$ cat src/rtl/bcd_counter_pkg.sv
// Shared types, constants and elaboration-time helpers for the BCD up/down counter.
package bcd_counter_pkg;

   typedef enum logic [1:0] {
      IDLE   = 2'd0,
      HOLD   = 2'd1,
      REPEAT = 2'd2
   } step_state_e;

   localparam int unsigned MAX_DIGITS = 4;

   // Segment patterns for BCD codes 0..9; bits 8 and 7 are never lit.
   localparam logic [8:0] SEG_TABLE [10] = '{
      9'h03f, 9'h006, 9'h05b, 9'h04f, 9'h066,
      9'h06d, 9'h07d, 9'h007, 9'h07f, 9'h06f
   };

   function automatic int unsigned cnt_width(input int unsigned modulus);
      return $clog2(modulus);
   endfunction

   function automatic int unsigned timer_width(input int unsigned hold, input int unsigned rep);
      int unsigned m;
      m = (hold > rep) ? hold : rep;
      return $clog2(m);
   endfunction

   function automatic logic [4*MAX_DIGITS-1:0] to_bcd(input int unsigned value,
                                                      input int unsigned digits);
      logic [4*MAX_DIGITS-1:0] r;
      int unsigned v;
      r = '0;
      v = value;
      for (int unsigned i = 0; i < MAX_DIGITS; i++) begin
         if (i < digits) begin
            r[4*i +: 4] = 4'(v % 10);
            v = v / 10;
         end
      end
      return r;
   endfunction

   function automatic logic [8:0] seg_decode(input logic [3:0] code);
      return (code <= 4'd9) ? SEG_TABLE[code] : 9'h000;
   endfunction

endpackage

$ cat src/rtl/step_repeat_gen.sv
// Turns debounced button levels into single-cycle step pulses, with optional
// hold-to-auto-repeat after an initial delay.
module step_repeat_gen
   import bcd_counter_pkg::*;
#(
   parameter bit          REPEAT_EN     = 1'b1,
   parameter int unsigned HOLD_CYCLES   = 25_000_000,
   parameter int unsigned REPEAT_CYCLES = 5_000_000
) (
   input  logic clk,
   input  logic rst,
   input  logic clr,
   input  logic inc_lvl,
   input  logic dec_lvl,
   output logic step_up,
   output logic step_dn
);

   localparam int unsigned     TMR_W     = timer_width(HOLD_CYCLES, REPEAT_CYCLES);
   localparam logic [TMR_W-1:0] HOLD_LAST = TMR_W'(HOLD_CYCLES - 1);
   localparam logic [TMR_W-1:0] REP_LAST  = TMR_W'(REPEAT_CYCLES - 1);

   step_state_e      state_q, state_d;
   logic [TMR_W-1:0] timer_q, timer_d;
   logic             dir_up_q, dir_up_d;
   logic             prev_inc_q, prev_dec_q;
   logic             armed_q;
   logic             rise_inc, rise_dec, abort;

   always_comb begin
      // armed_q masks the first cycle after reset so a held button cannot fake a rise
      rise_inc = armed_q & inc_lvl & ~prev_inc_q;
      rise_dec = armed_q & dec_lvl & ~prev_dec_q;
      abort    = dir_up_q ? (~inc_lvl | dec_lvl) : (~dec_lvl | inc_lvl);
      state_d  = state_q;
      timer_d  = timer_q;
      dir_up_d = dir_up_q;
      step_up  = 1'b0;
      step_dn  = 1'b0;
      case (state_q)
         IDLE: begin
            if (rise_inc && !dec_lvl) begin
               step_up  = 1'b1;
               dir_up_d = 1'b1;
               if (REPEAT_EN) begin
                  state_d = HOLD;
                  timer_d = '0;
               end
            end else if (rise_dec && !inc_lvl) begin
               step_dn  = 1'b1;
               dir_up_d = 1'b0;
               if (REPEAT_EN) begin
                  state_d = HOLD;
                  timer_d = '0;
               end
            end
         end
         HOLD: begin
            if (abort) begin
               state_d = IDLE;
               timer_d = '0;
            end else if (timer_q == HOLD_LAST) begin
               step_up = dir_up_q;
               step_dn = ~dir_up_q;
               state_d = REPEAT;
               timer_d = '0;
            end else begin
               timer_d = timer_q + TMR_W'(1);
            end
         end
         REPEAT: begin
            if (abort) begin
               state_d = IDLE;
               timer_d = '0;
            end else if (timer_q == REP_LAST) begin
               step_up = dir_up_q;
               step_dn = ~dir_up_q;
               timer_d = '0;
            end else begin
               timer_d = timer_q + TMR_W'(1);
            end
         end
         default: begin
            state_d = IDLE;
            timer_d = '0;
         end
      endcase
      if (clr) begin
         state_d = IDLE;
         timer_d = '0;
      end
   end

   always_ff @(posedge clk) begin
      if (rst) begin
         state_q    <= IDLE;
         timer_q    <= '0;
         dir_up_q   <= 1'b0;
         prev_inc_q <= 1'b0;
         prev_dec_q <= 1'b0;
         armed_q    <= 1'b0;
      end else begin
         state_q    <= state_d;
         timer_q    <= timer_d;
         dir_up_q   <= dir_up_d;
         prev_inc_q <= inc_lvl;
         prev_dec_q <= dec_lvl;
         armed_q    <= 1'b1;
      end
   end

endmodule

$ cat src/rtl/bcd_updown_counter.sv
// Multi-digit BCD up/down counter with wrap/saturate, auto-repeat buttons and
// registered seven-segment outputs that always track the count.
module bcd_updown_counter
   import bcd_counter_pkg::*;
#(
   parameter int unsigned DIGITS        = 2,
   parameter int unsigned MODULUS       = 20,
   parameter bit          WRAP          = 1'b1,
   parameter bit          REPEAT_EN     = 1'b1,
   parameter int unsigned HOLD_CYCLES   = 25_000_000,
   parameter int unsigned REPEAT_CYCLES = 5_000_000
) (
   input  logic                                clk,
   input  logic                                rst,
   input  logic                                inc_lvl,
   input  logic                                dec_lvl,
   input  logic                                clr,
   output logic [cnt_width(MODULUS)-1:0]       count,
   output logic [4*DIGITS-1:0]                 bcd,
   output logic [9*DIGITS-1:0]                 seg_led,
   output logic                                at_max,
   output logic                                at_min,
   output logic                                wrapped
);

   localparam int unsigned      CNT_W   = cnt_width(MODULUS);
   localparam int unsigned      BCD_W   = 4 * DIGITS;
   localparam logic [CNT_W-1:0] MAX_CNT = CNT_W'(MODULUS - 1);
   localparam logic [BCD_W-1:0] MAX_BCD = BCD_W'(to_bcd(MODULUS - 1, DIGITS));

   logic                 step_up, step_dn;
   logic [CNT_W-1:0]     count_q, count_d;
   logic [BCD_W-1:0]     bcd_q, bcd_d;
   logic [9*DIGITS-1:0]  seg_q, seg_d;
   logic                 at_max_q, at_max_d;
   logic                 at_min_q, at_min_d;
   logic                 wrapped_q, wrapped_d;

   function automatic logic [BCD_W-1:0] bcd_inc(input logic [BCD_W-1:0] b);
      logic [BCD_W-1:0] r;
      logic             carry;
      r     = b;
      carry = 1'b1;
      for (int unsigned i = 0; i < DIGITS; i++) begin
         if (carry) begin
            if (b[4*i +: 4] == 4'd9) begin
               r[4*i +: 4] = 4'd0;
            end else begin
               r[4*i +: 4] = b[4*i +: 4] + 4'd1;
               carry       = 1'b0;
            end
         end
      end
      return r;
   endfunction

   function automatic logic [BCD_W-1:0] bcd_dec(input logic [BCD_W-1:0] b);
      logic [BCD_W-1:0] r;
      logic             borrow;
      r      = b;
      borrow = 1'b1;
      for (int unsigned i = 0; i < DIGITS; i++) begin
         if (borrow) begin
            if (b[4*i +: 4] == 4'd0) begin
               r[4*i +: 4] = 4'd9;
            end else begin
               r[4*i +: 4] = b[4*i +: 4] - 4'd1;
               borrow      = 1'b0;
            end
         end
      end
      return r;
   endfunction

   step_repeat_gen #(
      .REPEAT_EN     (REPEAT_EN),
      .HOLD_CYCLES   (HOLD_CYCLES),
      .REPEAT_CYCLES (REPEAT_CYCLES)
   ) u_step (
      .clk     (clk),
      .rst     (rst),
      .clr     (clr),
      .inc_lvl (inc_lvl),
      .dec_lvl (dec_lvl),
      .step_up (step_up),
      .step_dn (step_dn)
   );

   always_comb begin
      count_d   = count_q;
      bcd_d     = bcd_q;
      wrapped_d = 1'b0;
      if (clr) begin
         count_d = '0;
         bcd_d   = '0;
      end else if (step_up) begin
         if (count_q == MAX_CNT) begin
            if (WRAP) begin
               count_d   = '0;
               bcd_d     = '0;
               wrapped_d = 1'b1;
            end
         end else begin
            count_d = count_q + CNT_W'(1);
            bcd_d   = bcd_inc(bcd_q);
         end
      end else if (step_dn) begin
         if (count_q == '0) begin
            if (WRAP) begin
               count_d   = MAX_CNT;
               bcd_d     = MAX_BCD;
               wrapped_d = 1'b1;
            end
         end else begin
            count_d = count_q - CNT_W'(1);
            bcd_d   = bcd_dec(bcd_q);
         end
      end
      // Decode from next-state values so the display never lags the count
      for (int unsigned i = 0; i < DIGITS; i++) begin
         seg_d[9*i +: 9] = seg_decode(bcd_d[4*i +: 4]);
      end
      at_max_d = (count_d == MAX_CNT);
      at_min_d = (count_d == '0);
   end

   always_ff @(posedge clk) begin
      if (rst) begin
         count_q   <= '0;
         bcd_q     <= '0;
         seg_q     <= {DIGITS{9'h03f}};
         at_max_q  <= 1'b0;
         at_min_q  <= 1'b1;
         wrapped_q <= 1'b0;
      end else begin
         count_q   <= count_d;
         bcd_q     <= bcd_d;
         seg_q     <= seg_d;
         at_max_q  <= at_max_d;
         at_min_q  <= at_min_d;
         wrapped_q <= wrapped_d;
      end
   end

   assign count   = count_q;
   assign bcd     = bcd_q;
   assign seg_led = seg_q;
   assign at_max  = at_max_q;
   assign at_min  = at_min_q;
   assign wrapped = wrapped_q;

endmodule

$ cat config.mk
export PLATFORM = sky130hd
export DESIGN_NAME = bcd_updown_counter
export DESIGN_NICKNAME = d
export VERILOG_FILES = /design/src/rtl/bcd_counter_pkg.sv /design/src/rtl/step_repeat_gen.sv /design/src/rtl/bcd_updown_counter.sv
export SDC_FILE = /design/constraint.sdc
export NUM_CORES = 1
export LEC_CHECK = 0
export ABC_AREA = 0
export ABC_CLOCK_PERIOD_IN_PS = 14200
export CELL_PAD_IN_SITES_DETAIL_PLACEMENT = 1
export CELL_PAD_IN_SITES_GLOBAL_PLACEMENT = 1
export CORE_ASPECT_RATIO = 0.5
export CORE_MARGIN = 2
export CORE_UTILIZATION = 45
export CTS_BUF_LIST = sky130_fd_sc_hd__clkbuf_4
export DETAILED_ROUTE_END_ITERATION = 10
export PLACE_DENSITY = 0.88
export SYNTH_ARGS = -nofsm -noshare
export SYNTH_HDL_FRONTEND = slang
export SYNTH_SLANG_ARGS = --single-unit
$ cat constraint.sdc
create_clock -name clk -period 14.2 [get_ports clk]
set_clock_uncertainty 0.05 [all_clocks]
set_input_delay 4.26 -clock clk [delete_from_list [all_inputs] [get_ports clk]]
set_output_delay 4.26 -clock clk [all_outputs]
set_load 0.005 [all_outputs]
# Yosys cells after proc, flatten, opt, wreduce, memory -nomap -nowiden
# Memories as Yosys holds them, arrays and structs flattened.
# Index checks and enable logic that the tools add are counted.
[op_classes]
mux = 65
n_bitwise = 15
eq_ne = 11
n_lt_le_gt_ge = 4
n_addsub = 7
reduce_logical = 15
[op_table]
columns = ["operator", "n"]
rows = [
  ["$mux 25", 6],
  ["$pmux 25 s3", 1],
  ["$mux 8", 5],
  ["$mux 9", 4],
  ["$mux 1", 28],
  ["$add 25x1->25 const B", 1],
  ["$eq 25x23->1 const B", 1],
  ["$eq 25x25->1 const B", 1],
  ["$mux 5", 5],
  ["$mux 4", 6],
  ["$mux 6", 2],
  ["$eq 5x5->1 const B", 2],
  ["$ge 5x5->1 const B", 2],
  ["$logic_not 5->1", 2],
  ["$mux 2", 5],
  ["$not 4->5", 2],
  ["$add 4x1->4 const B", 2],
  ["$eq 4x4->1 const B", 2],
  ["$le 4x4->1 const B", 2],
  ["$logic_not 4->1", 2],
  ["$sub 4x1->4 const B", 2],
  ["$not 1->1", 7],
  ["$ne 3x1->1 const B", 2],
  ["$pmux 1 s3", 2],
  ["15 further kinds", 23],
]
[totals]
rom_bits = 288
mem_count = 2
ff_bits = 65
in_bits = 5
[memory_table]
columns = ["name", "depth", "width", "read_ports", "rd_clocked_by_memory_dff", "wr", "line", "text"]
rows = [
  ["(no name shown)", 16, 9, 1, 0, 0, "bcd_counter_pkg.sv:44", "return (code <= 4'd9) ? SEG_TABLE[code] : 9'h000;"],
  ["(no name shown)", 16, 9, 1, 0, 0, "bcd_counter_pkg.sv:44", ""],
]

# Longest topological paths before layout
# Gate-level depths: netlist of run 1.
[depth]
depth_word = 19
ltp_mapped = 16
depth_no_buf = 14

# Modules after synthesis
# Synthesis of run 1 repeated with hierarchy kept, for this count alone.
[unflattened]
cells_unflattened = 456
hier_area_um2 = 3841.2
[modules_own_cells]
columns = ["mod", "cells_each", "area_per_inst_um2", "instances"]
rows = [
  ["bcd_updown_counter", 251, 2113.3, 1],
  ["step_repeat_gen", 205, 1727.9, 1],
]

# Worst setup path before layout of run 1
# OpenSTA, ideal clock, no wires.
[synth_timing]
kind = "input -> register"
start = "input inc_lvl"
end = "register seg_q[14], in the netlist seg_led[14]"
path_slack_ps = 6775
arrival_ps = 7235
stages = 13
path_buffers = 1
path_cell_list = "nor3b_1 > nand2_1 > o41a_1 > a211oi_1 > mux2i_1 > a31oi_1 > inv_1 > ha_1 > or2_2 > buf_1 > mux2_1 > nand2_1 > o211ai_1"
[synth_between]
elab_chain_cells = 13
word_cells_on_any_way = 27
classes_between = "order compare (1); mux (16); bitwise (6); reduce/logical (3); memory (1)"
[synth_lines]
columns = ["item", "line", "text"]
rows = [
  ["start, declared", "bcd_updown_counter.sv:15", "input logic inc_lvl,"],
  ["$and 1x1->1, or another cell as far along (2 in series)", "step_repeat_gen.sv:32", "rise_inc = armed_q & inc_lvl & ~prev_inc_q;"],
  ["$logic_and 1x1->1, or another cell as far along", "step_repeat_gen.sv:42", "if (rise_inc && !dec_lvl) begin"],
  ["$mux 1 (on tied branches)", "step_repeat_gen.sv:42, step_repeat_gen.sv:59, step_repeat_gen.sv:72", ""],
  ["$pmux 1 s3", "step_repeat_gen.sv:40", "case (state_q)"],
  ["$mux 8", "bcd_updown_counter.sv:107", "end else if (step_dn) begin"],
  ["$mux 8 (*)", "bcd_updown_counter.sv:96", "end else if (step_up) begin"],
  ["$mux 8 (*)", "bcd_updown_counter.sv:93", "if (clr) begin"],
  ["net bcd_d[4]", "bcd_updown_counter.sv:33", "logic [BCD_W-1:0] bcd_q, bcd_d;"],
  ["$not 4->5 (not written as such)", "bcd_counter_pkg.sv:44", ""],
  ["$mem_v2 16x9", "--", ""],
  ["$mux 9 (not written as such) (2 in series)", "bcd_counter_pkg.sv:44", ""],
  ["$mux 6 (*)", "bcd_counter_pkg.sv:44", ""],
  ["end signal, assigned", "bcd_updown_counter.sv:131", "seg_q <= {DIGITS{9'h03f}};"],
  ["end signal, assigned", "bcd_updown_counter.sv:138", "seg_q <= seg_d;"],
  ["end, declared", "bcd_updown_counter.sv:34", "logic [9*DIGITS-1:0] seg_q, seg_d;"],
]
# Mark *: on every way through the listed nets, which the timed path passes. The rest lies on a longest branch. The select of a mux whose other input is x is not followed.
# A chain may end at the register's enable or synchronous reset.

# Worst setup path after layout of run 1
[layout_timing]
start = "input dec_lvl"
end = "register seg_q[14], in the netlist seg_led[14]"
[layout_between]
elab_chain_cells = 14
word_cells_on_any_way = 27
classes_between = "order compare (1); mux (16); bitwise (6); reduce/logical (3); memory (1)"
[layout_lines]
columns = ["item", "line", "text"]
rows = [
  ["start, declared", "bcd_updown_counter.sv:16", "input logic dec_lvl,"],
  ["$and 1x1->1 (2 in series)", "step_repeat_gen.sv:33", "rise_dec = armed_q & dec_lvl & ~prev_dec_q;"],
  ["$logic_and 1x1->1", "step_repeat_gen.sv:49", "end else if (rise_dec && !inc_lvl) begin"],
  ["$mux 1", "step_repeat_gen.sv:49", ""],
  ["$mux 1", "step_repeat_gen.sv:42", ""],
  ["$pmux 1 s3", "step_repeat_gen.sv:40", ""],
  ["$mux 8", "bcd_updown_counter.sv:107", ""],
  ["$mux 8 (*)", "bcd_updown_counter.sv:96", ""],
  ["$mux 8 (*)", "bcd_updown_counter.sv:93", ""],
  ["net bcd_d[4]", "bcd_updown_counter.sv:33", ""],
  ["$not 4->5 (not written as such)", "bcd_counter_pkg.sv:44", ""],
  ["$mem_v2 16x9", "--", ""],
  ["$mux 9 (not written as such) (2 in series)", "bcd_counter_pkg.sv:44", ""],
  ["$mux 6 (*)", "bcd_counter_pkg.sv:44", ""],
]
# Marked as above.

==> results of run 1 <==
[critical path, cell delays in order]
cell	delay, ns
sky130_fd_sc_hd__clkdlybuf4s50_1	0.53
sky130_fd_sc_hd__nor3b_1	0.48
sky130_fd_sc_hd__nand2_1	0.20
sky130_fd_sc_hd__o41a_1	0.53
sky130_fd_sc_hd__a211oi_1	0.44
sky130_fd_sc_hd__mux2i_1	0.15
sky130_fd_sc_hd__a31oi_1	0.51
sky130_fd_sc_hd__inv_1	0.18
sky130_fd_sc_hd__ha_1	0.22
sky130_fd_sc_hd__or2_2	0.34
sky130_fd_sc_hd__mux2_1	0.30
sky130_fd_sc_hd__nand2_1	0.07
sky130_fd_sc_hd__o211ai_1	0.10
[logic make-up (layout without fill, tap and decap cells)]
kind of cell    count (synthesis)  in the layout  share of synthesized area [%]
compound gates                108            108                           20.4
xor+xnor                       23             23                           5.30
fa+ha+maj                      26             26                           8.57
buf+inv                        43             72                           5.07
flops                          61             61                           32.2
mux                             8              8                           2.14
other cells                     1              4                         0.0988
simple gates                  186            186                           26.3
[path summary, 6_finish.rpt]
path                                  start                           end
max reg2reg  u_step.timer_q[6]$_SDFFE_PP0P_        seg_led[14]$_SDFF_PP1_
min reg2reg    u_step.dir_up_q$_SDFFE_PP0P_  u_step.dir_up_q$_SDFFE_PP0P_
min            u_step.dir_up_q$_SDFFE_PP0P_  u_step.dir_up_q$_SDFFE_PP0P_
max                                 dec_lvl        seg_led[14]$_SDFF_PP1_
[cells in the final DEF (no fill, tap or decap), drive strengths merged, types with 7 or more instances in the layout]
cell	n
o211ai	8
nor3	10
ha	26
and3	7
nand2b	7
nand2	34
xnor2	12
nand3	19
a21oi	22
mux2i	7
clkdlybuf4s50	34
nor2	55
dfxtp	61
o21ai	20
inv	20
clkbuf	11
xor2	11
[state kept, by name (all words and copies together) (netlist names)]
signal	flops
count	5
u_step.prev_inc_q	1
u_step.state_q	2
wrapped	1
at_max	1
seg_led	14
at_min	1
u_step.timer_q	25
u_step.armed_q	1
bcd	8
u_step.prev_dec_q	1
u_step.dir_up_q	1
[report_power, final]
group          internal [uW]  total [uW]  switching [uW]
registers                175         178            3.39
logic                   17.2        40.9            23.7
clock network           56.5         123            66.0
[metal layers]
metal  global-route usage [%]  vias up
li1                         -     1698
met1                     30.6     1760
met2                     40.6       64
met3                     5.56       13
met4                     7.98        0
met5                        0        -
[final cells by class]
type	instances	area, um2
fillers	983	3770
multi-input cells	355	2390
flip-flops and latches	61	1220
repair buffers	36	355
well taps	112	140
clock buffers	11	82.6
inverters	20	75.1
clock inverters	5	51.3
[through the flow]
stage	setup slack (ns)	std cells	total power, uW	hold slack (ns)	area, um2
after floorplan	6.77	459	208	0.413	3810
after global placement	5.85	584	221	0.444	4190
after detailed placement	5.68	584	222	0.458	4190
after CTS	6.16	600	345	0.469	4320
after global routing	5.86	600	360	0.508	4320
final	6.13	600	342	0.470	4320
==> summary.txt, run 1 <==
Run status
  • Status: complete, no violations

Global route
  • Remaining global-route overflow: 0
  • Antenna violations before repair: 0
  • Pin count of the biggest net entering global routing: 22
  • Wire length of the first global-routing pass: around 17000 um
  • Total routing resource utilization after global routing: a little under a quarter
  • Via count of the first global-routing pass: 3465

Route
  • Starting DRT DRC Count: approximately 210
  • Met1 WL: 4940 um
  • Final Routed Wirelength: between 10000 and 15000 um
  • DR DRC count: 0
  • Iteration count of the initial detailed-routing pass: 4
  • Antenna-violating nets left: 0
  • Vias per Instance: 5.89
  • Met3 wire length: 378 um
  • Met2 wire length: 4920 um
  • Routed vias: between 3000 and 4000
  • Highest routed metal layer: met4
  • WL/cell: approximately 17 um

Setup path
  • R2R setup slack: around 9.6 ns
  • Required arrival time at the worst endpoint: about 14 ns
  • Classification of the worst setup path: in2reg
  • Critical path capture point type: flop
  • Worst Path Max Fanout: 7
  • Count of cells along the worst register-to-register path: 12
  • Arrival time worst endpoint: roughly 8.3 ns
  • Launching element type of the critical path: input port

Cells and area
  • Final core occ: 53.4%
  • Post-synthesis to final-layout area growth: 13.8%
  • Final layout net count: 514
  • Share of layout cells above drive strength 1: under 10%
  • Diode count: 0

Clock network
  • Post-CTS Hold Buffers: 0
  • Clock tree from TritonCTS: yes
  • Clock tree root buffer cell: sky130_fd_sc_hd__clkbuf_4
  • Clk_lat worst skew: approximately 0.43 ns
  • H-tree depth reported by CTS: 3
  • Setup bufs post-CTS: 0
  • Total clock sinks: just over 60
  • CTS Buf Count: 9
  • Clock-pin slew on the worst setup and hold paths: ~0.1 ns
  • # resized after CTS: 0
  • Maximum count of clock buffers along a single path: 2

Floorplan
  • Count of standard-cell rows: 23
  • Die boundary height: between 60 and 70 um
  • Core area: between 8000 and 9000 um2
  • DIE AREA: 9230 um2
  • Initial standard-cell utilization of the core: 47.0%
  • I/O pin count: 39
  • X dimension of the die: between 100 and 150 um

Placement
  • Detail Placement HPWL: 7540 um
  • GP Congestion: 0.855
  • Buffers added on ports: 34

STA
  • Share of the clock period used by the worst path after layout: a little under three fifths
  • Final count of negative-setup-slack endpoints: 0
  • Max frequency: around 120 MHz
  • Measured slew at the worst slew-check pin: between 1 and 1.5 ns
  • Max-slew violation count: 0
  • Setup repair after global routing missed its margin: no
  • Min Tclk post-route: a little over 8 ns
  • Setup TNS: 0 ns
  • Slew margin rel.: 27.3%
  • Hold violation total from the final report: 0

Synth
  • Top cells by area in the synthesized netlist: sky130_fd_sc_hd__dfxtp_1 (32%), sky130_fd_sc_hd__ha_1 (8.6%), sky130_fd_sc_hd__nor2_1 (5.3%)
  • Number of flip-flops and latches in the synthesized netlist: 61
  • Most frequent cell after synthesis: sky130_fd_sc_hd__dfxtp_1
  • Number of enable flip-flop cells after synthesis: 0
  • Gate count of the mapped netlist: 456
  • Yosys synthesis warning count: 0
  • Most used DFF post-synth: sky130_fd_sc_hd__dfxtp_1
  • Share of Yosys cell area claimed by the top area cell type: between 30 and 40%
  • Cell types with the highest counts after synthesis: sky130_fd_sc_hd__dfxtp_1 (61), sky130_fd_sc_hd__nor2_1 (54), sky130_fd_sc_hd__nand2_1 (34)
  • Most area-hungry cell type in the Yosys netlist: sky130_fd_sc_hd__dfxtp_1
  • Avg Cell Area, Syn: roughly 8.3 um2
  • Fraction of synthesis flops using an asynchronous set or reset pin: 0%
  • Distinct cells, synth: just under 80
  • Post-synthesis instance area: approximately 3800 um2
  • Sequential area share after synthesis: between 30 and 40%

Hold path
  • Classification of the worst-slack hold path: reg2reg
  • Worst Hold Path Cells: 2

Flow run
  • MaxCap Viol Count: 0

Pwr
  • Power per unit of standard cell area: between 70 and 80 nW/um2
  • Worst VDD drop: roughly 46 uV
  • Leakage power total: 0.00156 uW
Note: power is estimated with default switching activity, not from simulation.
==> run 2, diff against run 1 <==
Settings changed: ABC_CLOCK_PERIOD_IN_PS 14200 to 8400.
Clock period 14.2 ns to 8.4 ns, I/O delays scaled along.
==> summary.txt, run 2 (synthesized netlist as in run 1, its figures left out) <==
Pwr
  • Worst VDD drop: 61.5 uV (+33%)
  • Power per unit of standard cell area: 134 nW/um2 (+69%)
  • Leakage power total: 0.00156 uW (unchanged)
  • Power after layout: 578 uW (+69%)

Cells and area
  • Top library cells by usage in the layout, fill and taps aside: sky130_fd_sc_hd__dfxtp_1 (61), sky130_fd_sc_hd__nor2_1 (54), sky130_fd_sc_hd__nand2_1 (34), sky130_fd_sc_hd__clkdlybuf4s50_1 (34), sky130_fd_sc_hd__ha_1 (26)
  • Largest reg by FF count: u_step.timer_q
  • Number of inserted filler cells in the final layout: 1002 (+1.9%)
  • Diode count: 0 (unchanged)
  • Final layout net count: 514 (unchanged)
  • Leading cell type in the layout, fill and taps excluded: sky130_fd_sc_hd__dfxtp_1
  • Final core occ: 53.4% (unchanged)
  • Non-filler cells in the finished layout: 600 (unchanged)
  • Share of layout cells above drive strength 1: 6.97% (unchanged)
  • Post-synthesis to final-layout area growth: 13.8% (unchanged)
  • Finished Cell Area: 4320 um2 (unchanged)
  • Flip-flop count of the largest register, all copies and words added: 25 (unchanged)

STA
  • Slew margin rel.: 30.1% (+2.7 points)
  • Min Tclk post-route: roughly 6.4 ns
  • Setup repair after global routing missed its margin: no
  • Hold violation total from the final report: 0 (unchanged)
  • Share of the clock period used by the worst path after layout: about three quarters
  • Final count of negative-setup-slack endpoints: 0 (unchanged)
  • Measured slew at the worst slew-check pin: 1.03 ns (-0.0403 ns)
  • Max frequency: between 150 and 200 MHz
  • Setup TNS: 0 ns (unchanged)
  • Max-slew violation count: 0 (unchanged)

Global route
  • Remaining global-route overflow: 0 (unchanged)
  • Pin count of the biggest net entering global routing: 22 (unchanged)
  • Wire length of the first global-routing pass: 17200 um (-0.40%)
  • Via count of the first global-routing pass: 3424 (-1.2%)
  • Antenna violations before repair: 0 (unchanged)
  • Total routing resource utilization after global routing: 23.9% (+0.045 points)

Clock network
  • Clock tree root buffer cell: sky130_fd_sc_hd__clkbuf_4
  • # resized after CTS: 0 (unchanged)
  • CTS Buf Count: 9 (unchanged)
  • Setup bufs post-CTS: 0 (unchanged)
  • Clk_lat worst skew: 0.45 ns (+0.02 ns)
  • Clock tree from TritonCTS: yes
  • Clock-pin slew on the worst setup and hold paths: 0.11 ns (about the same)
  • Maximum count of clock buffers along a single path: 2 (unchanged)
  • H-tree depth reported by CTS: 3 (unchanged)
  • Total clock sinks: 61 (unchanged)
  • Post-CTS Hold Buffers: 0 (unchanged)

Route
  • WL/cell: 17.6 um (+1.6%)
  • Iteration count of the initial detailed-routing pass: 4 (unchanged)
  • Routed vias: 3507 (-0.79%)
  • Final Routed Wirelength: 10600 um (+1.6%)
  • Vias per Instance: 5.85 (-0.79%)
  • Antenna-violating nets left: 0 (unchanged)
  • DR DRC count: 0 (unchanged)
  • Starting DRT DRC Count: 205 (-1.9%)

Floorplan
  • Initial standard-cell utilization of the core: 47.0% (unchanged)
  • Core area: 8090 um2 (unchanged)
  • Die boundary height: 69.0 um (unchanged)
  • X dimension of the die: 134 um (unchanged)
  • DIE AREA: 9230 um2 (unchanged)
  • I/O pin count: 39 (unchanged)
  • Count of standard-cell rows: 23 (unchanged)

Flow run
  • MaxCap Viol Count: 0 (unchanged)

Setup path
  • Sequence of cells on the critical path: clkdlybuf4s50_1 > nor3b_1 > nand2_1 > o41a_1 > a211oi_1 > mux2i_1 > a31oi_1 > inv_1 > ha_1 > or2_2 > mux2_1 > nand2_1 > o211ai_1
  • Arrival time worst endpoint: 6.66 ns (-1.65 ns)
  • Worst Path Max Fanout: 7 (unchanged)
  • Critical path capture point type: flop
  • R2R setup slack: 3.76 ns (-5.87 ns)
  • Count of cells along the worst register-to-register path: 12 (unchanged)
  • Most repeated library cell on the critical path: sky130_fd_sc_hd__nand2_1
  • Kind of cell with the highest combined delay on the critical path: compound AO/OA/AOI/OAI gates
  • Classification of the worst setup path: in2reg
  • Origin of the critical flop-to-flop path: u_step.timer_q[6]$_SDFFE_PP0P_
  • Required arrival time at the worst endpoint: 8.66 ns (-5.78 ns)
  • Slowest stage cell, crit path: sky130_fd_sc_hd__a31oi_1
  • Max incr delay on CP: 0.54 ns (about the same)
  • Worst r2r dst: seg_led[14]$_SDFF_PP1_
  • Sum of buffers and inverters on the critical path: 2 (unchanged)
  • Launching element type of the critical path: input port

Placement
  • Placed instance area: 4190 um2 (unchanged)
  • Buffers added on ports: 34 (unchanged)
  • Placed instance count: 584 (unchanged)
  • Detail Placement HPWL: 7600 um (+0.83%)
  • GP Congestion: 0.855 (unchanged)

Hold path
  • Hold worst-path end: u_step.dir_up_q$_SDFFE_PP0P_
  • Worst Hold Path Cells: 2 (unchanged)
  • Hold wc startpoint: u_step.dir_up_q$_SDFFE_PP0P_
  • Classification of the worst-slack hold path: reg2reg

Run status
  • Status: complete, no violations
[run 2: how the worst max path moves through the flow]
| stage | start | endpoint | slack [ns] | cells after the start |
|---|---|---|---|---|
| floorplan | inc_lvl | seg_led[14]$_SDFF_PP1_ | 2.71 | 13 |
| global placement | dec_lvl | seg_led[14]$_SDFF_PP1_ | 1.79 | 13 |
| detailed placement | dec_lvl | seg_led[14]$_SDFF_PP1_ | 1.53 | 13 |
| CTS | dec_lvl | seg_led[14]$_SDFF_PP1_ | 2.02 | 13 |
| global route | dec_lvl | seg_led[14]$_SDFF_PP1_ | 1.71 | 13 |
| finish | dec_lvl | seg_led[14]$_SDFF_PP1_ | 2.00 | 13 |
[run 2: area by class of cell]
cell class	count	area [um2]	area share [%]
sequential	61	1220	28.3
timing repair buffer	36	355	8.22
inverter	20	75.1	1.74
clock inverter	5	51.3	1.19
clock buffer	11	82.6	1.91
tap	112	140	3.24
multi-input combinational	355	2390	55.4
[run 2: power by group]
group / total, uW / switching, uW / internal, uW
Clock: 208 / 112 / 95.4
Combinational: 69.4 / 40.4 / 29.1
Sequential: 301 / 5.78 / 296
[run 2: metal layers]
layer | wire length (um) | track usage [%]
met4 | 204 | 10.2
met5 | 0 | 0
met3 | 484 | 5.48
met2 | 5030 | 41.5
met1 | 4850 | 29.5
[run 2: worst reg2reg max path, delay by kind of cell (launching register included)]
kind,cells,cell delay [ns]
AOI/OAI and AO/OA,4,1.63
and+or+nand+nor,4,1.57
buffers and inverters,1,0.18
muxes,2,0.46
adders and majority gates,1,0.22
DFF,1,0.40
[run 2: per-stage QoR]
step	worst slack [ns]	hold slack, ns
after global placement	1.79	0.444
final	2.00	0.473
after floorplan	2.71	0.413
after detailed placement	1.53	0.460
after CTS	2.02	0.471
after global routing	1.71	0.511
==> run 3, diff against run 2 <==
Settings changed: ABC_CLOCK_PERIOD_IN_PS 8400 to 5350, CORE_UTILIZATION 45 to 40, PLACE_DENSITY 0.88 to 0.83.
Clock period 8.4 ns to 5.35 ns, I/O delays scaled along.
==> summary.txt, run 3 (synthesized netlist as in run 1, its figures left out) <==
Run status
  • Status: complete, no violations

Route
  • Final Routed Wirelength: 9860 um (-6.6%)
  • WL/cell: 16.0 um (-8.9%)
  • Starting DRT DRC Count: 198 (-3.4%)
  • Iteration count of the initial detailed-routing pass: 4 (unchanged)
  • Antenna-violating nets left: 0 (unchanged)
  • Routed vias: 3428 (-2.3%)
  • Vias per Instance: 5.57 (-4.6%)
  • DR DRC count: 0 (unchanged)

Setup path
  • Launching element type of the critical path: input port
  • Slowest stage cell, crit path: sky130_fd_sc_hd__clkdlybuf4s50_1
  • Worst Path Max Fanout: 6 (-1)
  • Arrival time worst endpoint: 5.17 ns (-1.49 ns)
  • Required arrival time at the worst endpoint: 5.58 ns (-3.08 ns)
  • Most repeated library cell on the critical path: sky130_fd_sc_hd__nand2_1
  • Critical path capture point type: flop
  • Classification of the worst setup path: in2reg
  • Max incr delay on CP: 0.52 ns (-0.02 ns)
  • Sequence of cells on the critical path: clkdlybuf4s50_1 > nor3b_1 > nand2_1 > o41a_1 > a211oi_1 > o21ai_1 > a211o_1 > ha_1 > or2_2 > mux2_1 > nand2_1 > o211ai_1

Clock network
  • Clock tree from TritonCTS: yes
  • Clock tree root buffer cell: sky130_fd_sc_hd__clkbuf_4
  • # resized after CTS: 0 (unchanged)
  • Clock-pin slew on the worst setup and hold paths: 0.09 ns (-0.02 ns)
  • Clk_lat worst skew: 0.41 ns (-0.04 ns)
  • Total clock sinks: 61 (unchanged)
  • Setup bufs post-CTS: 0 (unchanged)
  • Maximum count of clock buffers along a single path: 2 (unchanged)
  • Post-CTS Hold Buffers: 0 (unchanged)
  • H-tree depth reported by CTS: 3 (unchanged)
  • CTS Buf Count: 9 (unchanged)

STA
  • Share of the clock period used by the worst path after layout: about 92%
  • Max frequency: 202 MHz
  • Slew margin rel.: 46.6% (+17 points)
  • Measured slew at the worst slew-check pin: 0.799 ns (-0.236 ns)
  • Final count of negative-setup-slack endpoints: 0 (unchanged)
  • Max-slew violation count: 0 (unchanged)
  • Min Tclk post-route: between 4 and 5 ns
  • Setup repair after global routing missed its margin: no
  • Hold violation total from the final report: 0 (unchanged)
  • Setup TNS: 0 ns (unchanged)

Floorplan
  • Core area: 9320 um2 (+15%)
  • Count of standard-cell rows: 25 (+8.7%)
  • I/O pin count: 39 (unchanged)
  • X dimension of the die: 142 um (+5.9%)
  • Die boundary height: 72.9 um (+5.7%)
  • Initial standard-cell utilization of the core: 40.7% (-6.2 points)
  • DIE AREA: 10300 um2 (+12%)

Global route
  • Wire length of the first global-routing pass: 16700 um (-2.9%)
  • Total routing resource utilization after global routing: 20.3% (-3.6 points)
  • Antenna violations before repair: 0 (unchanged)
  • Remaining global-route overflow: 0 (unchanged)
  • Via count of the first global-routing pass: 3351 (-2.1%)
  • Pin count of the biggest net entering global routing: 22 (unchanged)

Pwr
  • Switching pwr: 221 uW (+40%)
  • Logic pwr share: 13.7% (+1.7 points)
  • Share of total power consumed by net switching: 27.0% (-0.43 points)
  • Leakage power total: 0.00158 uW (+1.6%)
  • Internal power contribution: 600 uW (+43%)
  • Worst VDD drop: 69.4 uV (+13%)
  • Share of total power in sequential cells: 57.5% (+5.4 points)
  • Power per unit of standard cell area: 188 nW/um2 (+41%)
  • Relative contribution of the clock network to total power: 28.8% (-7.1 points)

Cells and area
  • Final core occ: 46.8% (-6.7 points)
  • Diode count: 0 (unchanged)
  • Largest reg by FF count: u_step.timer_q
  • Leading cell type in the layout, fill and taps excluded: sky130_fd_sc_hd__dfxtp_1
  • Share of layout cells above drive strength 1: 8.10% (+1.1 points)
  • Post-synthesis to final-layout area growth: 14.8%
  • Flip-flop count of the largest register, all copies and words added: 25 (unchanged)
  • Final layout net count: 525 (+2.1%)
  • Number of inserted filler cells in the final layout: 1125 (+12%)
  • Top library cells by usage in the layout, fill and taps aside: sky130_fd_sc_hd__dfxtp_1 (61), sky130_fd_sc_hd__nor2_1 (54), sky130_fd_sc_hd__nand2_1 (34), sky130_fd_sc_hd__clkdlybuf4s50_1 (34), sky130_fd_sc_hd__ha_1 (26)

Placement
  • Buffers added on ports: 34 (unchanged)
  • GP Congestion: 0.895 (+4.8%)
  • Detail Placement HPWL: 7350 um (-3.3%)

Flow run
  • MaxCap Viol Count: 0 (unchanged)

Hold path
  • Classification of the worst-slack hold path: reg2reg
[run 3: changes by cell type in the layout (fill, tap and decap cells not counted)]
cell,change
sky130_fd_sc_hd__clkbuf_4,-1
sky130_fd_sc_hd__clkinvlp_4,-1
sky130_fd_sc_hd__buf_4,+11
sky130_fd_sc_hd__clkinv_2,-2
sky130_fd_sc_hd__bufinv_16,-1
[run 3: power by group through the flow]
| stage | Clock (uW) | Combinational (uW) | Sequential [uW] |
|---|---|---|---|
| detailed placement | 0 | 112 | 483 |
| CTS | 248 | 113 | 473 |
| floorplan | 0 | 71.0 | 481 |
| finish | 236 | 113 | 473 |
| global placement | 0 | 110 | 483 |
| global route | 269 | 125 | 474 |
[run 3: through the flow]
stage	area (um2)	hold slack, ns	worst slack [ns]	std cells	power [uW]
after global routing	4360	0.498	0.276	615	868
after CTS	4360	0.471	0.468	615	833
after detailed placement	4280	0.460	0.0610	604	595
after floorplan	3810	0.413	0.580	459	552
final	4360	0.466	0.410	615	822
after global placement	4280	0.441	0.159	604	592
[run 3: cell type report]
| type | count | area, um2 | area share [%] |
|---|---|---|---|
| multi-input combinational | 355 | 2390 | 54.9 |
| clock buffer | 10 | 75.1 | 1.72 |
| inverter | 20 | 75.1 | 1.72 |
| timing repair buffer | 47 | 438 | 10.0 |
| tap | 121 | 151 | 3.47 |
| clock inverter | 1 | 3.75 | 0.0861 |
| sequential | 61 | 1220 | 28.0 |
[run 3: routing by layer]
layer | vias to the layer above | GRT usage [%] | routed length [um]
li1 | 1711 | - | -
met1 | 1660 | 27.8 | 5030
met2 | 48 | 32.1 | 4410
met3 | 9 | 4.99 | 331
met4 | 0 | 6.00 | 99
met5 | - | 0 | 0
[run 3: worst paths after layout]
| kind | start | end | slack (ns) | cells after the start |
|---|---|---|---|---|
| worst max register to register | u_step.timer_q[6]$_SDFFE_PP0P_ | seg_led[14]$_SDFF_PP1_ | 1.20 | 11 |
| worst min register to register | u_step.dir_up_q$_SDFFE_PP0P_ | u_step.dir_up_q$_SDFFE_PP0P_ | 0.47 | 2 |
| worst max-delay path | dec_lvl | seg_led[14]$_SDFF_PP1_ | 0.41 | 12 |
| worst min-delay path | u_step.dir_up_q$_SDFFE_PP0P_ | u_step.dir_up_q$_SDFFE_PP0P_ | 0.47 | 2 |
[run 3: worst max-delay path, delay by kind of cell]
kind	cells	cell delay, ns
muxes	1	0.30
buffers and inverters	1	0.52
adders and majority gates	1	0.25
and+or+nand+nor	4	1.02
AOI/OAI and AO/OA	5	1.46
